**config.mk**
```make
export PLATFORM = sky130hd
export DESIGN_NAME = psum_collector
export DESIGN_NICKNAME = d
export VERILOG_FILES = /design/src/rtl/bnn_pkg.sv /design/src/rtl/act_fifo2.sv /design/src/rtl/psum_collector.sv
export SDC_FILE = /design/constraint.sdc
export NUM_CORES = 1
export LEC_CHECK = 0
export BUFFER_PORTS_ARGS = -buffer_cell sky130_fd_sc_hd__buf_2
export CAP_MARGIN = 20
export CORE_ASPECT_RATIO = 0.8
export CORE_MARGIN = 1.5
export CORE_UTILIZATION = 45
export DETAILED_ROUTE_END_ITERATION = 6
export PLACE_DENSITY_LB_ADDON = 0.25
export SLEW_MARGIN = 20
export SYNTH_ARGS = -nofsm -noshare
export SYNTH_HDL_FRONTEND = slang
export SYNTH_HIERARCHICAL = 1
export SYNTH_SLANG_ARGS = --single-unit
```
**constraint.sdc**
```tcl
create_clock -name clk_in -period 6.5 [get_ports clk_in]
set_clock_uncertainty 0.15 [all_clocks]
set_input_delay 1.3 -clock clk_in [delete_from_list [all_inputs] [get_ports clk_in]]
set_output_delay 1.3 -clock clk_in [all_outputs]
set_load 0.03 [all_outputs]
```
**src/rtl/bnn_pkg.sv**
```systemverilog
// Shared constants and arithmetic helpers for the binarized systolic array.
package bnn_pkg;

    localparam int ACT_BITS   = 9;
    localparam int PSUM_WIDTH = 14;
    localparam int ACC_WIDTH  = 16;

    // Two's complement add that clamps to the most positive / most negative
    // ACC_WIDTH value instead of wrapping.
    function automatic logic signed [ACC_WIDTH-1:0] sat_add(
        input logic signed [ACC_WIDTH-1:0] a,
        input logic signed [ACC_WIDTH-1:0] b
    );
        logic [ACC_WIDTH:0] s;
        s = {a[ACC_WIDTH-1], a} + {b[ACC_WIDTH-1], b};
        if (s[ACC_WIDTH] != s[ACC_WIDTH-1]) begin
            // Sign of the true result is the extra top bit.
            return s[ACC_WIDTH] ? {1'b1, {(ACC_WIDTH-1){1'b0}}}
                                : {1'b0, {(ACC_WIDTH-1){1'b1}}};
        end
        return s[ACC_WIDTH-1:0];
    endfunction

endpackage

```
**src/rtl/act_fifo2.sv**
```systemverilog
// Two-entry FIFO holding packed activation words on their way to the
// next layer's activation buffer.
module act_fifo2
    import bnn_pkg::*;
(
    input  logic                clk_i,
    input  logic                rst_ni,
    input  logic                push_i,
    input  logic [ACT_BITS-1:0] push_data_i,
    output logic                full_o,
    output logic                valid_o,
    input  logic                ready_i,
    output logic [ACT_BITS-1:0] data_o
);

    logic [ACT_BITS-1:0] mem_q [2];
    logic                wr_ptr_q;
    logic                rd_ptr_q;
    logic [1:0]          count_q;
    logic                do_push;
    logic                do_pop;

    assign full_o  = (count_q == 2'd2);
    assign valid_o = (count_q != 2'd0);
    assign data_o  = mem_q[rd_ptr_q];

    // A push into a full buffer is ignored; the producer never issues one.
    assign do_push = push_i & ~full_o;
    assign do_pop  = valid_o & ready_i;

    // Storage, pointers and occupancy; no bypass, so a word written at an
    // edge is visible on data_o only from the following cycle.
    always_ff @(posedge clk_i or negedge rst_ni) begin
        if (!rst_ni) begin
            mem_q[0] <= '0;
            mem_q[1] <= '0;
            wr_ptr_q <= 1'b0;
            rd_ptr_q <= 1'b0;
            count_q  <= 2'd0;
        end else begin
            if (do_push) begin
                mem_q[wr_ptr_q] <= push_data_i;
                wr_ptr_q        <= ~wr_ptr_q;
            end
            if (do_pop) begin
                rd_ptr_q <= ~rd_ptr_q;
            end
            case ({do_push, do_pop})
                2'b10:   count_q <= count_q + 2'd1;
                2'b01:   count_q <= count_q - 2'd1;
                default: count_q <= count_q;
            endcase
        end
    end

endmodule

```
**src/rtl/psum_collector.sv**
```systemverilog
// Column-end partial-sum collector: accumulates psums over channel-group
// passes, binarizes each finished pixel and packs nine pixels per word.
//
// Handshakes: a transfer happens on a rising edge where valid and ready are
// both high. On the psum side ready drops only when the output buffer is
// full and a beat offered then is lost (flagged by overflow_out). On the
// activation side valid and data hold steady until the transfer occurs.
module psum_collector
    import bnn_pkg::*;
#(
    parameter int WIDTH     = PSUM_WIDTH,
    parameter int ACC_WIDTH = bnn_pkg::ACC_WIDTH
) (
    input  logic                 clk_in,
    input  logic                 rst_in,
    input  logic                 psum_valid_in,
    input  logic [WIDTH-1:0]     psum_in,
    output logic                 psum_ready_out,
    input  logic [3:0]           cfg_passes_in,
    input  logic [ACC_WIDTH-1:0] cfg_threshold_in,
    input  logic                 flush_in,
    output logic                 act_valid_out,
    input  logic                 act_ready_in,
    output logic [ACT_BITS-1:0]  activation_out,
    output logic                 busy_out,
    output logic                 overflow_out
);

    logic signed [ACC_WIDTH-1:0] acc_q, acc_d;
    logic [3:0]                  pass_cnt_q, pass_cnt_d;
    logic [3:0]                  bit_cnt_q, bit_cnt_d;
    logic [ACT_BITS-1:0]         shreg_q, shreg_d;
    logic                        overflow_q;

    logic                        fifo_full;
    logic                        accept;
    logic [3:0]                  last_pass;
    logic                        is_final;
    logic signed [ACC_WIDTH-1:0] psum_ext;
    logic signed [ACC_WIDTH-1:0] sum;
    logic                        pix_bit;
    logic                        push;
    logic [ACT_BITS-1:0]         push_data;

    assign psum_ready_out = ~fifo_full;
    assign accept         = psum_valid_in & psum_ready_out;
    assign busy_out       = (pass_cnt_q != 4'd0) || (bit_cnt_q != 4'd0);
    assign overflow_out   = overflow_q;

    // A pass count of zero behaves like one pass. Using >= for the final
    // test keeps the counter from running away if passes shrinks mid-pixel.
    assign last_pass = (cfg_passes_in == 4'd0) ? 4'd0 : cfg_passes_in - 4'd1;
    assign is_final  = (pass_cnt_q >= last_pass);
    assign psum_ext  = {{(ACC_WIDTH-WIDTH){psum_in[WIDTH-1]}}, psum_in};
    assign sum       = sat_add(acc_q, psum_ext);
    assign pix_bit   = (sum >= $signed(cfg_threshold_in));

    // Next-state: process an accepted beat first, then apply flush on top.
    always_comb begin
        acc_d      = acc_q;
        pass_cnt_d = pass_cnt_q;
        bit_cnt_d  = bit_cnt_q;
        shreg_d    = shreg_q;
        push       = 1'b0;
        push_data  = '0;

        if (accept) begin
            if (!is_final) begin
                acc_d      = sum;
                pass_cnt_d = pass_cnt_q + 4'd1;
            end else begin
                acc_d      = '0;
                pass_cnt_d = 4'd0;
                if (bit_cnt_q == 4'(ACT_BITS-1)) begin
                    push      = 1'b1;
                    push_data = {pix_bit, shreg_q[ACT_BITS-2:0]};
                    bit_cnt_d = 4'd0;
                    shreg_d   = '0;
                end else begin
                    shreg_d[bit_cnt_q] = pix_bit;
                    bit_cnt_d          = bit_cnt_q + 4'd1;
                end
            end
        end

        if (flush_in && psum_ready_out) begin
            // A word just completed by this cycle's beat leaves bit_cnt_d at
            // zero, so it is never pushed twice.
            if (!push && (bit_cnt_d != 4'd0)) begin
                push      = 1'b1;
                push_data = shreg_d;
            end
            acc_d      = '0;
            pass_cnt_d = 4'd0;
            bit_cnt_d  = 4'd0;
            shreg_d    = '0;
        end
    end

    // Accumulator, counters, packing register and sticky overflow flag.
    always_ff @(posedge clk_in or negedge rst_in) begin
        if (!rst_in) begin
            acc_q      <= '0;
            pass_cnt_q <= 4'd0;
            bit_cnt_q  <= 4'd0;
            shreg_q    <= '0;
            overflow_q <= 1'b0;
        end else begin
            acc_q      <= acc_d;
            pass_cnt_q <= pass_cnt_d;
            bit_cnt_q  <= bit_cnt_d;
            shreg_q    <= shreg_d;
            if (psum_valid_in && !psum_ready_out) begin
                overflow_q <= 1'b1;
            end
        end
    end

    act_fifo2 u_fifo (
        .clk_i       (clk_in),
        .rst_ni      (rst_in),
        .push_i      (push),
        .push_data_i (push_data),
        .full_o      (fifo_full),
        .valid_o     (act_valid_out),
        .ready_i     (act_ready_in),
        .data_o      (activation_out)
    );

endmodule

```
Word-level counts from Yosys, hierarchy flattened
Index checks and enable logic that the tools add are counted.
Word-level totals
  register bits after elaboration: 56
  bits in latches: 0
  bits in writable memories: 0
  bits in read-only memories: 0
  input bits: 39
  memories: 0
Cells by class
  add/subtract/negate cells: 6
  multiply operators: 0
  div/mod/pow operators: 0
  order comparisons: 7
  eq/ne operators: 5
  shifts and indexed selects: 0
  multiplexer cells: 39
  bitwise gates (word level): 8
  reductions and logical operators: 14
Operators by type and width (number)
  9-bit 2-to-1 mux: 13
  16-bit 2-to-1 mux: 6
  4-bit 2-to-1 mux: 8
  18-bit bitwise mux: 1
  16-bit by 14-bit adder with 17-bit output: 1
  16-bit greater-or-equal comparator: 1
  4-bit nonzero test: 3
  9-bit bitwise mux: 1
  9-bit demux with 1-bit select: 1
  4-bit by 1-bit adder with 4-bit output (second input constant): 2
  1-bit 2-to-1 mux: 7
  2-bit nonzero test: 3
  1-bit logical AND: 5
  4-bit by 5-bit less-than comparator with 1-bit output (second input constant): 1
  1-bit demux with 4-bit select: 1
  2-bit == test (second input constant): 2
  4-bit == test (second input constant): 1
  2-bit greater-or-equal comparator (second input constant): 2
  4-bit by 1-bit greater-or-equal comparator with 1-bit output (second input constant): 1
  4-bit greater-or-equal comparator: 1
  4-bit logical NOT: 1
  1-bit inverter with 2-bit output: 2
  2-bit one-hot mux with 2 select lines: 1
  4-bit by 1-bit subtractor with 4-bit output (second input constant): 1
  9 further kinds: 13

Depth between registers and ports, before layout
Gate-level depths: netlist of the first run.
  word-level depth: 12
  depth in mapped cells: 18

Hierarchy
The synthesis of the first run kept the hierarchy.
By module, submodules not included
  psum_collector: times used 1, cells each 392, area an instance 3359.5 µm²
  act_fifo2: times used 1, cells each 66, area an instance 999.7 µm²

Worst setup path after synthesis of the first run
OpenSTA, ideal clock, no wires.
  kind: in2reg
  start: in psum_in[6]
  end: reg u_fifo/mem_q[10] (netlist name)
  library setup time: 125 ps
  arrival: 5532 ps
  path slack: 694 ps
  stages on the path: 18
  buffers on the path: 2
  path through: ha_1 -> buf_6 -> a21o_1 -> a21o_1 -> a2111oi_4 -> nor4b_4 -> o21bai_4 -> buf_6 -> o21ai_0 -> ha_1 -> a211oi_1 -> o21ai_0 -> o2111ai_1 -> or4b_2 -> mux2_2 -> a41oi_1 -> o21ai_0 -> mux2_2
Between the ends
  longest elaborated chain between the ends: 12
  elaborated cells on any way between the ends: 14
  classes of those cells: add/sub (1); order compare (1); eq/ne (1); mux (11)
Ends and longest elaborated chain
  start, declared: line psum_collector.sv:17  | input logic [WIDTH-1:0] psum_in,
  16-bit by 14-bit adder with 17-bit output (*): line bnn_pkg.sv:15  | s = {a[ACC_WIDTH-1], a} + {b[ACC_WIDTH-1], b};
  16-bit 2-to-1 mux or 1-bit inequality test (tied branches): line bnn_pkg.sv:18, bnn_pkg.sv:16
  16-bit 2-to-1 mux or 1-bit 2-to-1 mux (tied branches): line bnn_pkg.sv:16  | if (s[ACC_WIDTH] != s[ACC_WIDTH-1]) begin
  16-bit 2-to-1 mux (*): line bnn_pkg.sv:21  | return s[ACC_WIDTH-1:0];
  16-bit greater-or-equal comparator (*): line psum_collector.sv:56  | assign pix_bit = (sum >= $signed(cfg_threshold_in));
  9-bit bitwise mux (*): line psum_collector.sv:80  | shreg_d[bit_cnt_q] = pix_bit;
  9-bit 2-to-1 mux (*): line psum_collector.sv:74  | if (bit_cnt_q == 4'(ACT_BITS-1)) begin
  9-bit 2-to-1 mux (*): line psum_collector.sv:68  | if (!is_final) begin
  9-bit 2-to-1 mux (*): line psum_collector.sv:67  | if (accept) begin
  9-bit 2-to-1 mux (*): line psum_collector.sv:89  | if (!push && (bit_cnt_d != 4'd0)) begin
  9-bit 2-to-1 mux (*): line psum_collector.sv:86  | if (flush_in && psum_ready_out) begin
  net push_data[1]: line psum_collector.sv:43  | logic [ACT_BITS-1:0] push_data;
  18-bit bitwise mux (*): line act_fifo2.sv:42  | mem_q[wr_ptr_q] <= push_data_i;
  end signal, assigned by index: line act_fifo2.sv:42
  end, declared: line act_fifo2.sv:16  | logic [ACT_BITS-1:0] mem_q [2];
The timed path passes the listed nets; every way through them passes the cells marked *. The select of a mux whose other input is x is not followed.
A chain may end at the register's enable or synchronous reset.

Worst setup path after layout of the first run
  start: in psum_in[13]
  end: reg u_fifo/mem_q[11] (netlist name)
The elaborated chain is that of the path after synthesis.

==> load_flow_metrics.sql, run 1 <==
INSERT INTO impl_metrics (metric_group, metric, value, unit) VALUES
('yosys', 'post_synth_and_or_nand_nor_area_fraction', '15.18', '%'),
('clocking', 'ctsRootBufferMaster', 'clkbuf_16', ''),
('global_routing', 'vias_in_the_first_global_route', '3505', ''),
('routing', 'drt_pass1_iterations', '5', ''),
('timing', 'final_report_setup_violation_count', '0', ''),
('floorplan', 'design.die.area', '10290', 'sq um'),
('timing', 'finalHoldViolations', '0', ''),
('critical_path', 'critical_path_class', 'in -> reg', ''),
('final_layout', 'antenna_cells', '0', ''),
('place', 'dpl.cell_count', '612', ''),
('global_routing', 'grt.total_usage', '20.94', '%'),
('yosys', 'synth_top_family_by_area', 'compound AO/OA/AOI/OAI gates', ''),
('yosys', 'synth_fa_ha_area_share', '12.80', '%'),
('routing', 'detail_route.wl_per_cell', '16.93', 'microns'),
('worst_hold_path', 'min-delay-start', 'overflow_out', ''),
('yosys', 'synth_edf_count', '0', ''),
('yosys', 'synth_warn', '6', ''),
('final_layout', 'post_route_cells_drive_above_1_share', '23.96', '%'),
('clocking', 'numCtsBuffers', '5', ''),
('clocking', 'numClockSinks', '56', ''),
('routing', 'route.vias.total', '3675', ''),
('timing', 'report.final.slew_viol_count', '0', ''),
('place', 'post_dp_cell_area', '4705', 'sq um'),
('yosys', 'synthesis.area_per_instance', '9.518', 'sq um'),
('status', 'status', 'finished clean', ''),
('clocking', 'tritoncts', 'done', ''),
('clocking', 'cts_max_path_buffers', '2', ''),
('critical_path', 'timing.critical_path.fanout_max', '10', ''),
('yosys', 'synthArstFlopShare', '100.0', '%'),
('global_routing', 'antenna_violations_before_repair', '0', ''),
('final_layout', 'utilization', '52.71', '%'),
('critical_path', 'largest_delay_contributor_family_on_the_critical_path', 'compound AO/OA/AOI/OAI gates', ''),
('power_and_ir_drop', 'report.power.total', '2.286', 'mW'),
('timing', 'unrepaired_setup_endpoints_after_global_routing', 'no', ''),
('timing', 'finalSetupTns', '0', 'ns'),
('critical_path', 'cpMaxStageDelayCell', 'or4b_2', ''),
('routing', 'drtIter0Drc', '223', ''),
('global_routing', 'grt-ovfl-total', '0', ''),
('place', 'total_half_perimeter_wirelength_after_legalization_and_detailed_placement', '8023', 'microns'),
('yosys', 'netlist-cell-type-count', '66', ''),
('final_layout', 'area.growth.synth_to_final', '11.62', '%'),
('final_layout', 'final_nets', '587', ''),
('worst_hold_path', 'timing.hold.worst.class', 'reg -> reg', ''),
('timing', 'period_minus_slack', '6.036', 'ns'),
('timing', 'tightestPinTransition', '1.023', 'ns'),
('timing', 'final_critical_path_setup_slack', '0.4641', 'ns'),
('clocking', 'htree_num_levels', '2', ''),
('floorplan', 'die_y', '91.03', 'microns'),
('floorplan', 'core_area', '9231', 'sq um'),
('final_layout', 'instances_no_fill', '620', ''),
('yosys', 'yosys_register_bits', '56', ''),
('routing', 'remaining_routing_drc_violations', '0', ''),
('power_and_ir_drop', 'cellPowerDensity', '469.7', 'nW/um^2'),
('yosys', 'synthesized_area_fraction_occupied_by_ao_oa_aoi_and_oai_cells', '23.79', '%'),
('yosys', 'xor_xnor_share_of_the_synthesized_area', '3.215', '%'),
('critical_path', 'setup.worst_path.start', 'psum_in[13]', ''),
('clocking', 'worst_skew_pair.late_latency', '0.30', 'ns'),
('place', 'gp_congestion', '0.9131', ''),
('routing', 'post_drt_via_cell_ratio', '5.927', ''),
('run', 'max_cap_viol_count', '0', ''),
('floorplan', 'initial_core_util', '47.22', '%'),
('critical_path', 'critPathBufInv', '3', ''),
('routing', 'postRouteAntennaNets', '0', ''),
('timing', 'hold_worst_slack', '0.3066', 'ns'),
('timing', 'fmaxAchievable', '0.1657', 'GHz'),
('power_and_ir_drop', 'ir_worst_vdd', '0.0001844', 'V'),
('yosys', 'post_synth_inst_count', '458', ''),
('floorplan', 'dieWidth', '113.0', 'microns'),
('place', 'pre_cts_worst_setup_slack', '0.1074', 'ns'),
('final_layout', 'postLayoutCellArea', '4866', 'sq um'),
('yosys', 'syn_area', '4359', 'sq um');
## worst paths after layout
check	to	slack, ns	cells past startpoint
setup reg to reg	u_fifo/mem_q[11]	1.20	18
setup / recovery	u_fifo/mem_q[11]	0.46	19
min in group asynchronous	overflow_out	0.98	2
max in group asynchronous	u_fifo/mem_q[14]	4.72	2
hold / removal	overflow_out	0.31	1
hold reg to reg	overflow_out	0.31	1
## power by group
part,internal [mW],switching [mW],total [mW]
clock network,0.155,0.131,0.286
registers,0.423,0.0868,0.510
logic,0.626,0.864,1.49
## final cells by class
| cell class | instances | area, sq um | area share [%] |
|---|---|---|---|
| multi-input combinational | 354 | 2751 | 56.54 |
| sequential | 56 | 1401 | 28.80 |
| timing repair buffer | 57 | 304.0 | 6.248 |
| tap | 115 | 143.9 | 2.957 |
| clock buffer | 6 | 138.9 | 2.854 |
| inverter | 30 | 112.6 | 2.314 |
| clock inverter | 2 | 13.76 | 0.2828 |
## sequential cells by signal, summed over array words and instances (netlist names), 2 cells and up
signal / cells
bit_cnt_q: 4
acc_q: 16
u_fifo/mem_q: 18
shreg_q: 9
pass_cnt_q: 4
u_fifo/count_q: 2
## cell usage in the layout, fill, tap and decap left out, types with 2 or more instances in the layout
cell type / instances
a211oi_1: 5
a211oi_2: 2
a21boi_0: 3
a21o_1: 7
a21oi_1: 21
a22o_1: 17
a31oi_1: 5
a41o_1: 2
a41oi_1: 3
and2_1: 4
and3_1: 5
buf_2: 51
buf_4: 5
clkbuf_16: 5
dfrtp_1: 56
ha_1: 43
inv_1: 29
mux2_2: 30
nand2_1: 32
nand2b_1: 7
nand3_1: 12
nand4_1: 8
nor2_1: 25
nor2b_1: 5
nor3_1: 8
nor4b_1: 2
o2111ai_1: 4
o211ai_1: 2
o21a_1: 8
o21ai_0: 32
o21ai_1: 2
o21ai_2: 6
o22ai_1: 2
o31ai_1: 4
or2_2: 2
or3_1: 2
xnor2_1: 9
xor2_1: 7
## worst register-to-register path, stage by stage, from the launching register on
cell       delay, ns
dfrtp_1         0.41
ha_1            0.38
a21oi_1         0.29
o21ai_1         0.20
a21oi_1         0.38
a2111oi_2       0.09
buf_4           0.18
nor3b_4         0.34
buf_6           0.22
o21ai_2         0.07
ha_1            0.29
nor2b_1         0.13
o211ai_1        0.18
a2111oi_0       0.12
or4b_2          0.62
mux2_2          0.38
a41oi_1         0.30
o21ai_0         0.16
mux2_2          0.29
## metal layers
layer	vias up	routed length, microns	GRT usage (%)
li1	1783	-	-
met1	1797	5479	32.42
met2	89	4550	31.57
met3	6	409	2.804
met4	0	56	3.125
met5	-	0	0
## cell usage after synthesis (3+ instances only)
master     instances  area share (%)
o21a_1             8             1.4
buf_6              5             1.3
a31oi_1            5            0.72
a41oi_1            3            0.60
and3_1             5            0.72
nand3_1           12             1.4
buf_2              4            0.46
nor2_1            25             2.2
o21ai_0           33             3.8
a21boi_0           3            0.52
xor2_1             7             1.4
a22o_1            17             3.4
ha_1              43              12
nor3_1             9             1.0
dfrtp_1           56              32
a21o_1             7             1.2
xnor2_1            9             1.8
o2111ai_1          4            0.80
nand4_1            8             1.1
nor2b_1            5            0.72
clkbuf_1           9            0.77
inv_1             29             2.5
and2_1             4            0.57
o21ai_2            6             1.2
a21oi_1           21             2.4
nand2b_1           7             1.0
nand2_1           32             2.8
o31ai_1            4            0.69
a211oi_1           6             1.0
mux2_2            30             7.7
## timing repair
action                                 4_1_cts  5_1_grt
setup endpoints to repair                    0        4
hold buffers                                 0        0
endpoints found under the hold margin        0        0
setup buffers                                0        0
resized for setup                            0        2
## kinds of logic after synthesis
group	count (synthesis)
xor+xnor	16
fa+ha+maj	44
buf+inv	48
compound gates	141
flops	56
simple gates	123
mux	30
Power figures use the tool's default switching activity.
==> run 2, diff against run 1 <==
--- a/config.mk
+++ b/config.mk
@@ -5,6 +5,7 @@
 export SDC_FILE = /design/constraint.sdc
 export NUM_CORES = 1
 export LEC_CHECK = 0
+export ABC_CLOCK_PERIOD_IN_PS = 6200
 export BUFFER_PORTS_ARGS = -buffer_cell sky130_fd_sc_hd__buf_2
 export CAP_MARGIN = 20
 export CORE_ASPECT_RATIO = 0.8
==> constraint.sdc (replaced) <==
create_clock -name clk_in -period 6.2 [get_ports clk_in]
set_clock_uncertainty 0.15 [all_clocks]
set_input_delay 1.24 -clock clk_in [delete_from_list [all_inputs] [get_ports clk_in]]
set_output_delay 1.24 -clock clk_in [all_outputs]
set_load 0.03 [all_outputs]
==> load_flow_metrics.sql, run 2 (synthesis results as in run 1) <==
INSERT INTO impl_metrics (metric_group, metric, value, unit) VALUES
('global_routing', 'grt.total_usage', '20.99', '%'),
('clocking', 'numCtsBuffers', '5', ''),
('clocking', 'ctsRootBufferMaster', 'clkbuf_16', ''),
('final_layout', 'post_route_cells_drive_above_1_share', '25.39', '%'),
('global_routing', 'grt_pass1_wl', '17310', 'microns'),
('clocking', 'clk_transition_reported_paths', '0.08', 'ns'),
('timing', 'finalHoldViolations', '0', ''),
('timing', 'report.final.slew_viol_count', '0', ''),
('power_and_ir_drop', 'share_seq_of_total_power', '21.8', '%'),
('power_and_ir_drop', 'ir_worst_vdd', '0.0002231', 'V'),
('routing', 'postRouteWirelength', '10470', 'microns'),
('critical_path', 'timing.critical_path.to_type', 'register', ''),
('timing', 'finalSetupTns', '0', 'ns'),
('routing', 'remaining_routing_drc_violations', '0', ''),
('timing', 'unrepaired_setup_endpoints_after_global_routing', 'no', ''),
('floorplan', 'rows', '31', ''),
('final_layout', 'antenna_cells', '0', ''),
('floorplan', 'die_y', '91.03', 'microns'),
('floorplan', 'io_pins', '52', ''),
('routing', 'post_drt_via_cell_ratio', '5.837', ''),
('timing', 'hold_worst_slack', '0.3093', 'ns'),
('timing', 'period_minus_slack', '5.931', 'ns'),
('critical_path', 'crit_required', '6.24', 'ns'),
('final_layout', 'fillerInstances', '849', ''),
('global_routing', 'vias_in_the_first_global_route', '3458', ''),
('floorplan', 'core_area', '9231', 'sq um'),
('critical_path', 'worstPathArrival', '5.97', 'ns'),
('power_and_ir_drop', 'power_switching', '1.149', 'mW'),
('critical_path', 'critical_path_class', 'in -> reg', ''),
('clocking', 'cts-hold-fix-buffers', '0', ''),
('place', 'post_dp_cell_area', '4780', 'sq um'),
('routing', 'detail_route.wl_per_cell', '16.60', 'microns'),
('timing', 'max-slew-margin-rel', '31.66', '%'),
('status', 'status', 'finished clean', ''),
('floorplan', 'initial_core_util', '47.22', '%'),
('routing', 'postRouteAntennaNets', '0', ''),
('final_layout', 'area.growth.synth_to_final', '13.32', '%'),
('global_routing', 'grt-ovfl-total', '0', ''),
('power_and_ir_drop', 'switching_share', '47.16', '%'),
('timing', 'fmaxAchievable', '0.1686', 'GHz'),
('final_layout', 'final_nets', '598', ''),
('floorplan', 'dieWidth', '113.0', 'microns'),
('timing', 'layout_worst_path_cycle_share', '95.67', '%'),
('place', 'total_half_perimeter_wirelength_after_legalization_and_detailed_placement', '8027', 'microns'),
('clocking', 'numClockSinks', '56', ''),
('final_layout', 'largest_registers', 'u_fifo/mem_q (18), acc_q (16), shreg_q (9)', ''),
('power_and_ir_drop', 'power.share.combinational', '66.0', '%'),
('clocking', 'tritoncts', 'done', ''),
('power_and_ir_drop', 'cellPowerDensity', '493.2', 'nW/um^2'),
('worst_hold_path', 'timing.hold.worst.class', 'reg -> reg', ''),
('final_layout', 'most_flop_heavy_register', 'u_fifo/mem_q', ''),
('power_and_ir_drop', 'total_leakage_power', '2.383', 'nW'),
('place', 'gp_congestion', '0.8700', ''),
('critical_path', 'timing.critical_path.fanout_max', '10', ''),
('final_layout', 'layout_common_cells', '56 x dfrtp_1, 51 x buf_2, 43 x ha_1', ''),
('global_routing', 'antenna_violations_before_repair', '0', ''),
('critical_path', 'start_kind', 'input port', ''),
('clocking', 'worst_skew_pair.late_latency', '0.30', 'ns'),
('place', 'placement.io_buffers', '51', ''),
('routing', 'route.vias.total', '3683', ''),
('clocking', 'cts_max_path_buffers', '2', ''),
('timing', 'final_report_setup_violation_count', '0', ''),
('floorplan', 'design.die.area', '10290', 'sq um'),
('power_and_ir_drop', 'internal_power', '1.287', 'mW'),
('final_layout', 'postLayoutCellArea', '4940', 'sq um'),
('final_layout', 'most_common_cell_after_layout_fill_and_taps_aside', 'dfrtp_1', ''),
('timing', 'tightestPinTransition', '1.023', 'ns'),
('final_layout', 'largest_register_ffs', '18', ''),
('routing', 'drtIter0Drc', '269', ''),
('final_layout', 'utilization', '53.51', '%'),
('clocking', 'htree_num_levels', '2', ''),
('run', 'max_cap_viol_count', '0', ''),
('power_and_ir_drop', 'power_frac_clock', '12.1', '%'),
('global_routing', 'maximum_number_of_pins_on_one_net_before_global_route_repair', '57', ''),
('routing', 'drt_pass1_iterations', '5', '');
-- run 2: cell type report --
type / instances / area [sq um] / area share [%]
well taps: 115 / 143.9 / 2.913
clock inverters: 3 / 27.53 / 0.5572
clock buffers: 5 / 125.1 / 2.533
repair buffers: 68 / 382.9 / 7.751
flip-flops and latches: 56 / 1401 / 28.37
multi-input cells: 354 / 2746 / 55.60
inverters: 30 / 112.6 / 2.280
-- run 2: worst paths after layout --
kind / startpoint / to / slack (ns) / depth (start not counted)
worst max register to register: acc_q[0] / u_fifo/mem_q[12] / 0.92 / 18
worst min register to register: overflow_out / overflow_out / 0.31 / 1
min in group asynchronous: rst_in / pass_cnt_q[3] / 0.93 / 2
max in group asynchronous: rst_in / u_fifo/mem_q[2] / 4.49 / 2
worst max-delay path: psum_in[0] / u_fifo/mem_q[12] / 0.27 / 19
worst min-delay path: overflow_out / overflow_out / 0.31 / 1
-- run 2: per-stage QoR --
step	cells	worst slack, ns	total power [mW]
6_report	631	0.2686	2.436
3_3_place_gp	622	0.1037	2.087
5_1_grt	631	0.01181	2.652
3_5_place_dp	622	-0.05943	2.113
4_1_cts	630	0.2661	2.423
2_1_floorplan	458	0.4536	1.750
-- run 2: repair_timing --
item	in CTS	in global routing
buffers inserted	0	1
setup endpoints to repair	0	11
gates resized for setup	0	0
-- run 2: critical path, stage by stage --
cell	delay, ns
buf_2	0.10
ha_1	0.23
fa_1	0.41
a211oi_1	0.34
nor3_1	0.13
o2111ai_1	0.20
and3_1	0.23
nor3b_4	0.30
buf_4	0.27
o21ai_2	0.08
ha_1	0.28
nor2b_1	0.13
o211ai_1	0.17
a2111oi_0	0.13
or4b_2	0.62
mux2_2	0.38
a41oi_1	0.28
o21ai_0	0.15
mux2_2	0.28
-- run 2: power by group through the flow --
stage               Clock, mW  Sequential [mW]  Combinational [mW]
global placement            0            0.536                1.55
detailed placement          0            0.539                1.57
finish                  0.296            0.531                1.61
global route            0.316            0.544                1.79
CTS                     0.303            0.532                1.59
floorplan                   0            0.494                1.26
-- run 2: routing by layer --
metal / routed length, microns / GRT usage, %
met1: 5533 / 33.22
met3: 542 / 3.338
met5: 0 / 0
met4: 78 / 5.313
met2: 4317 / 29.29
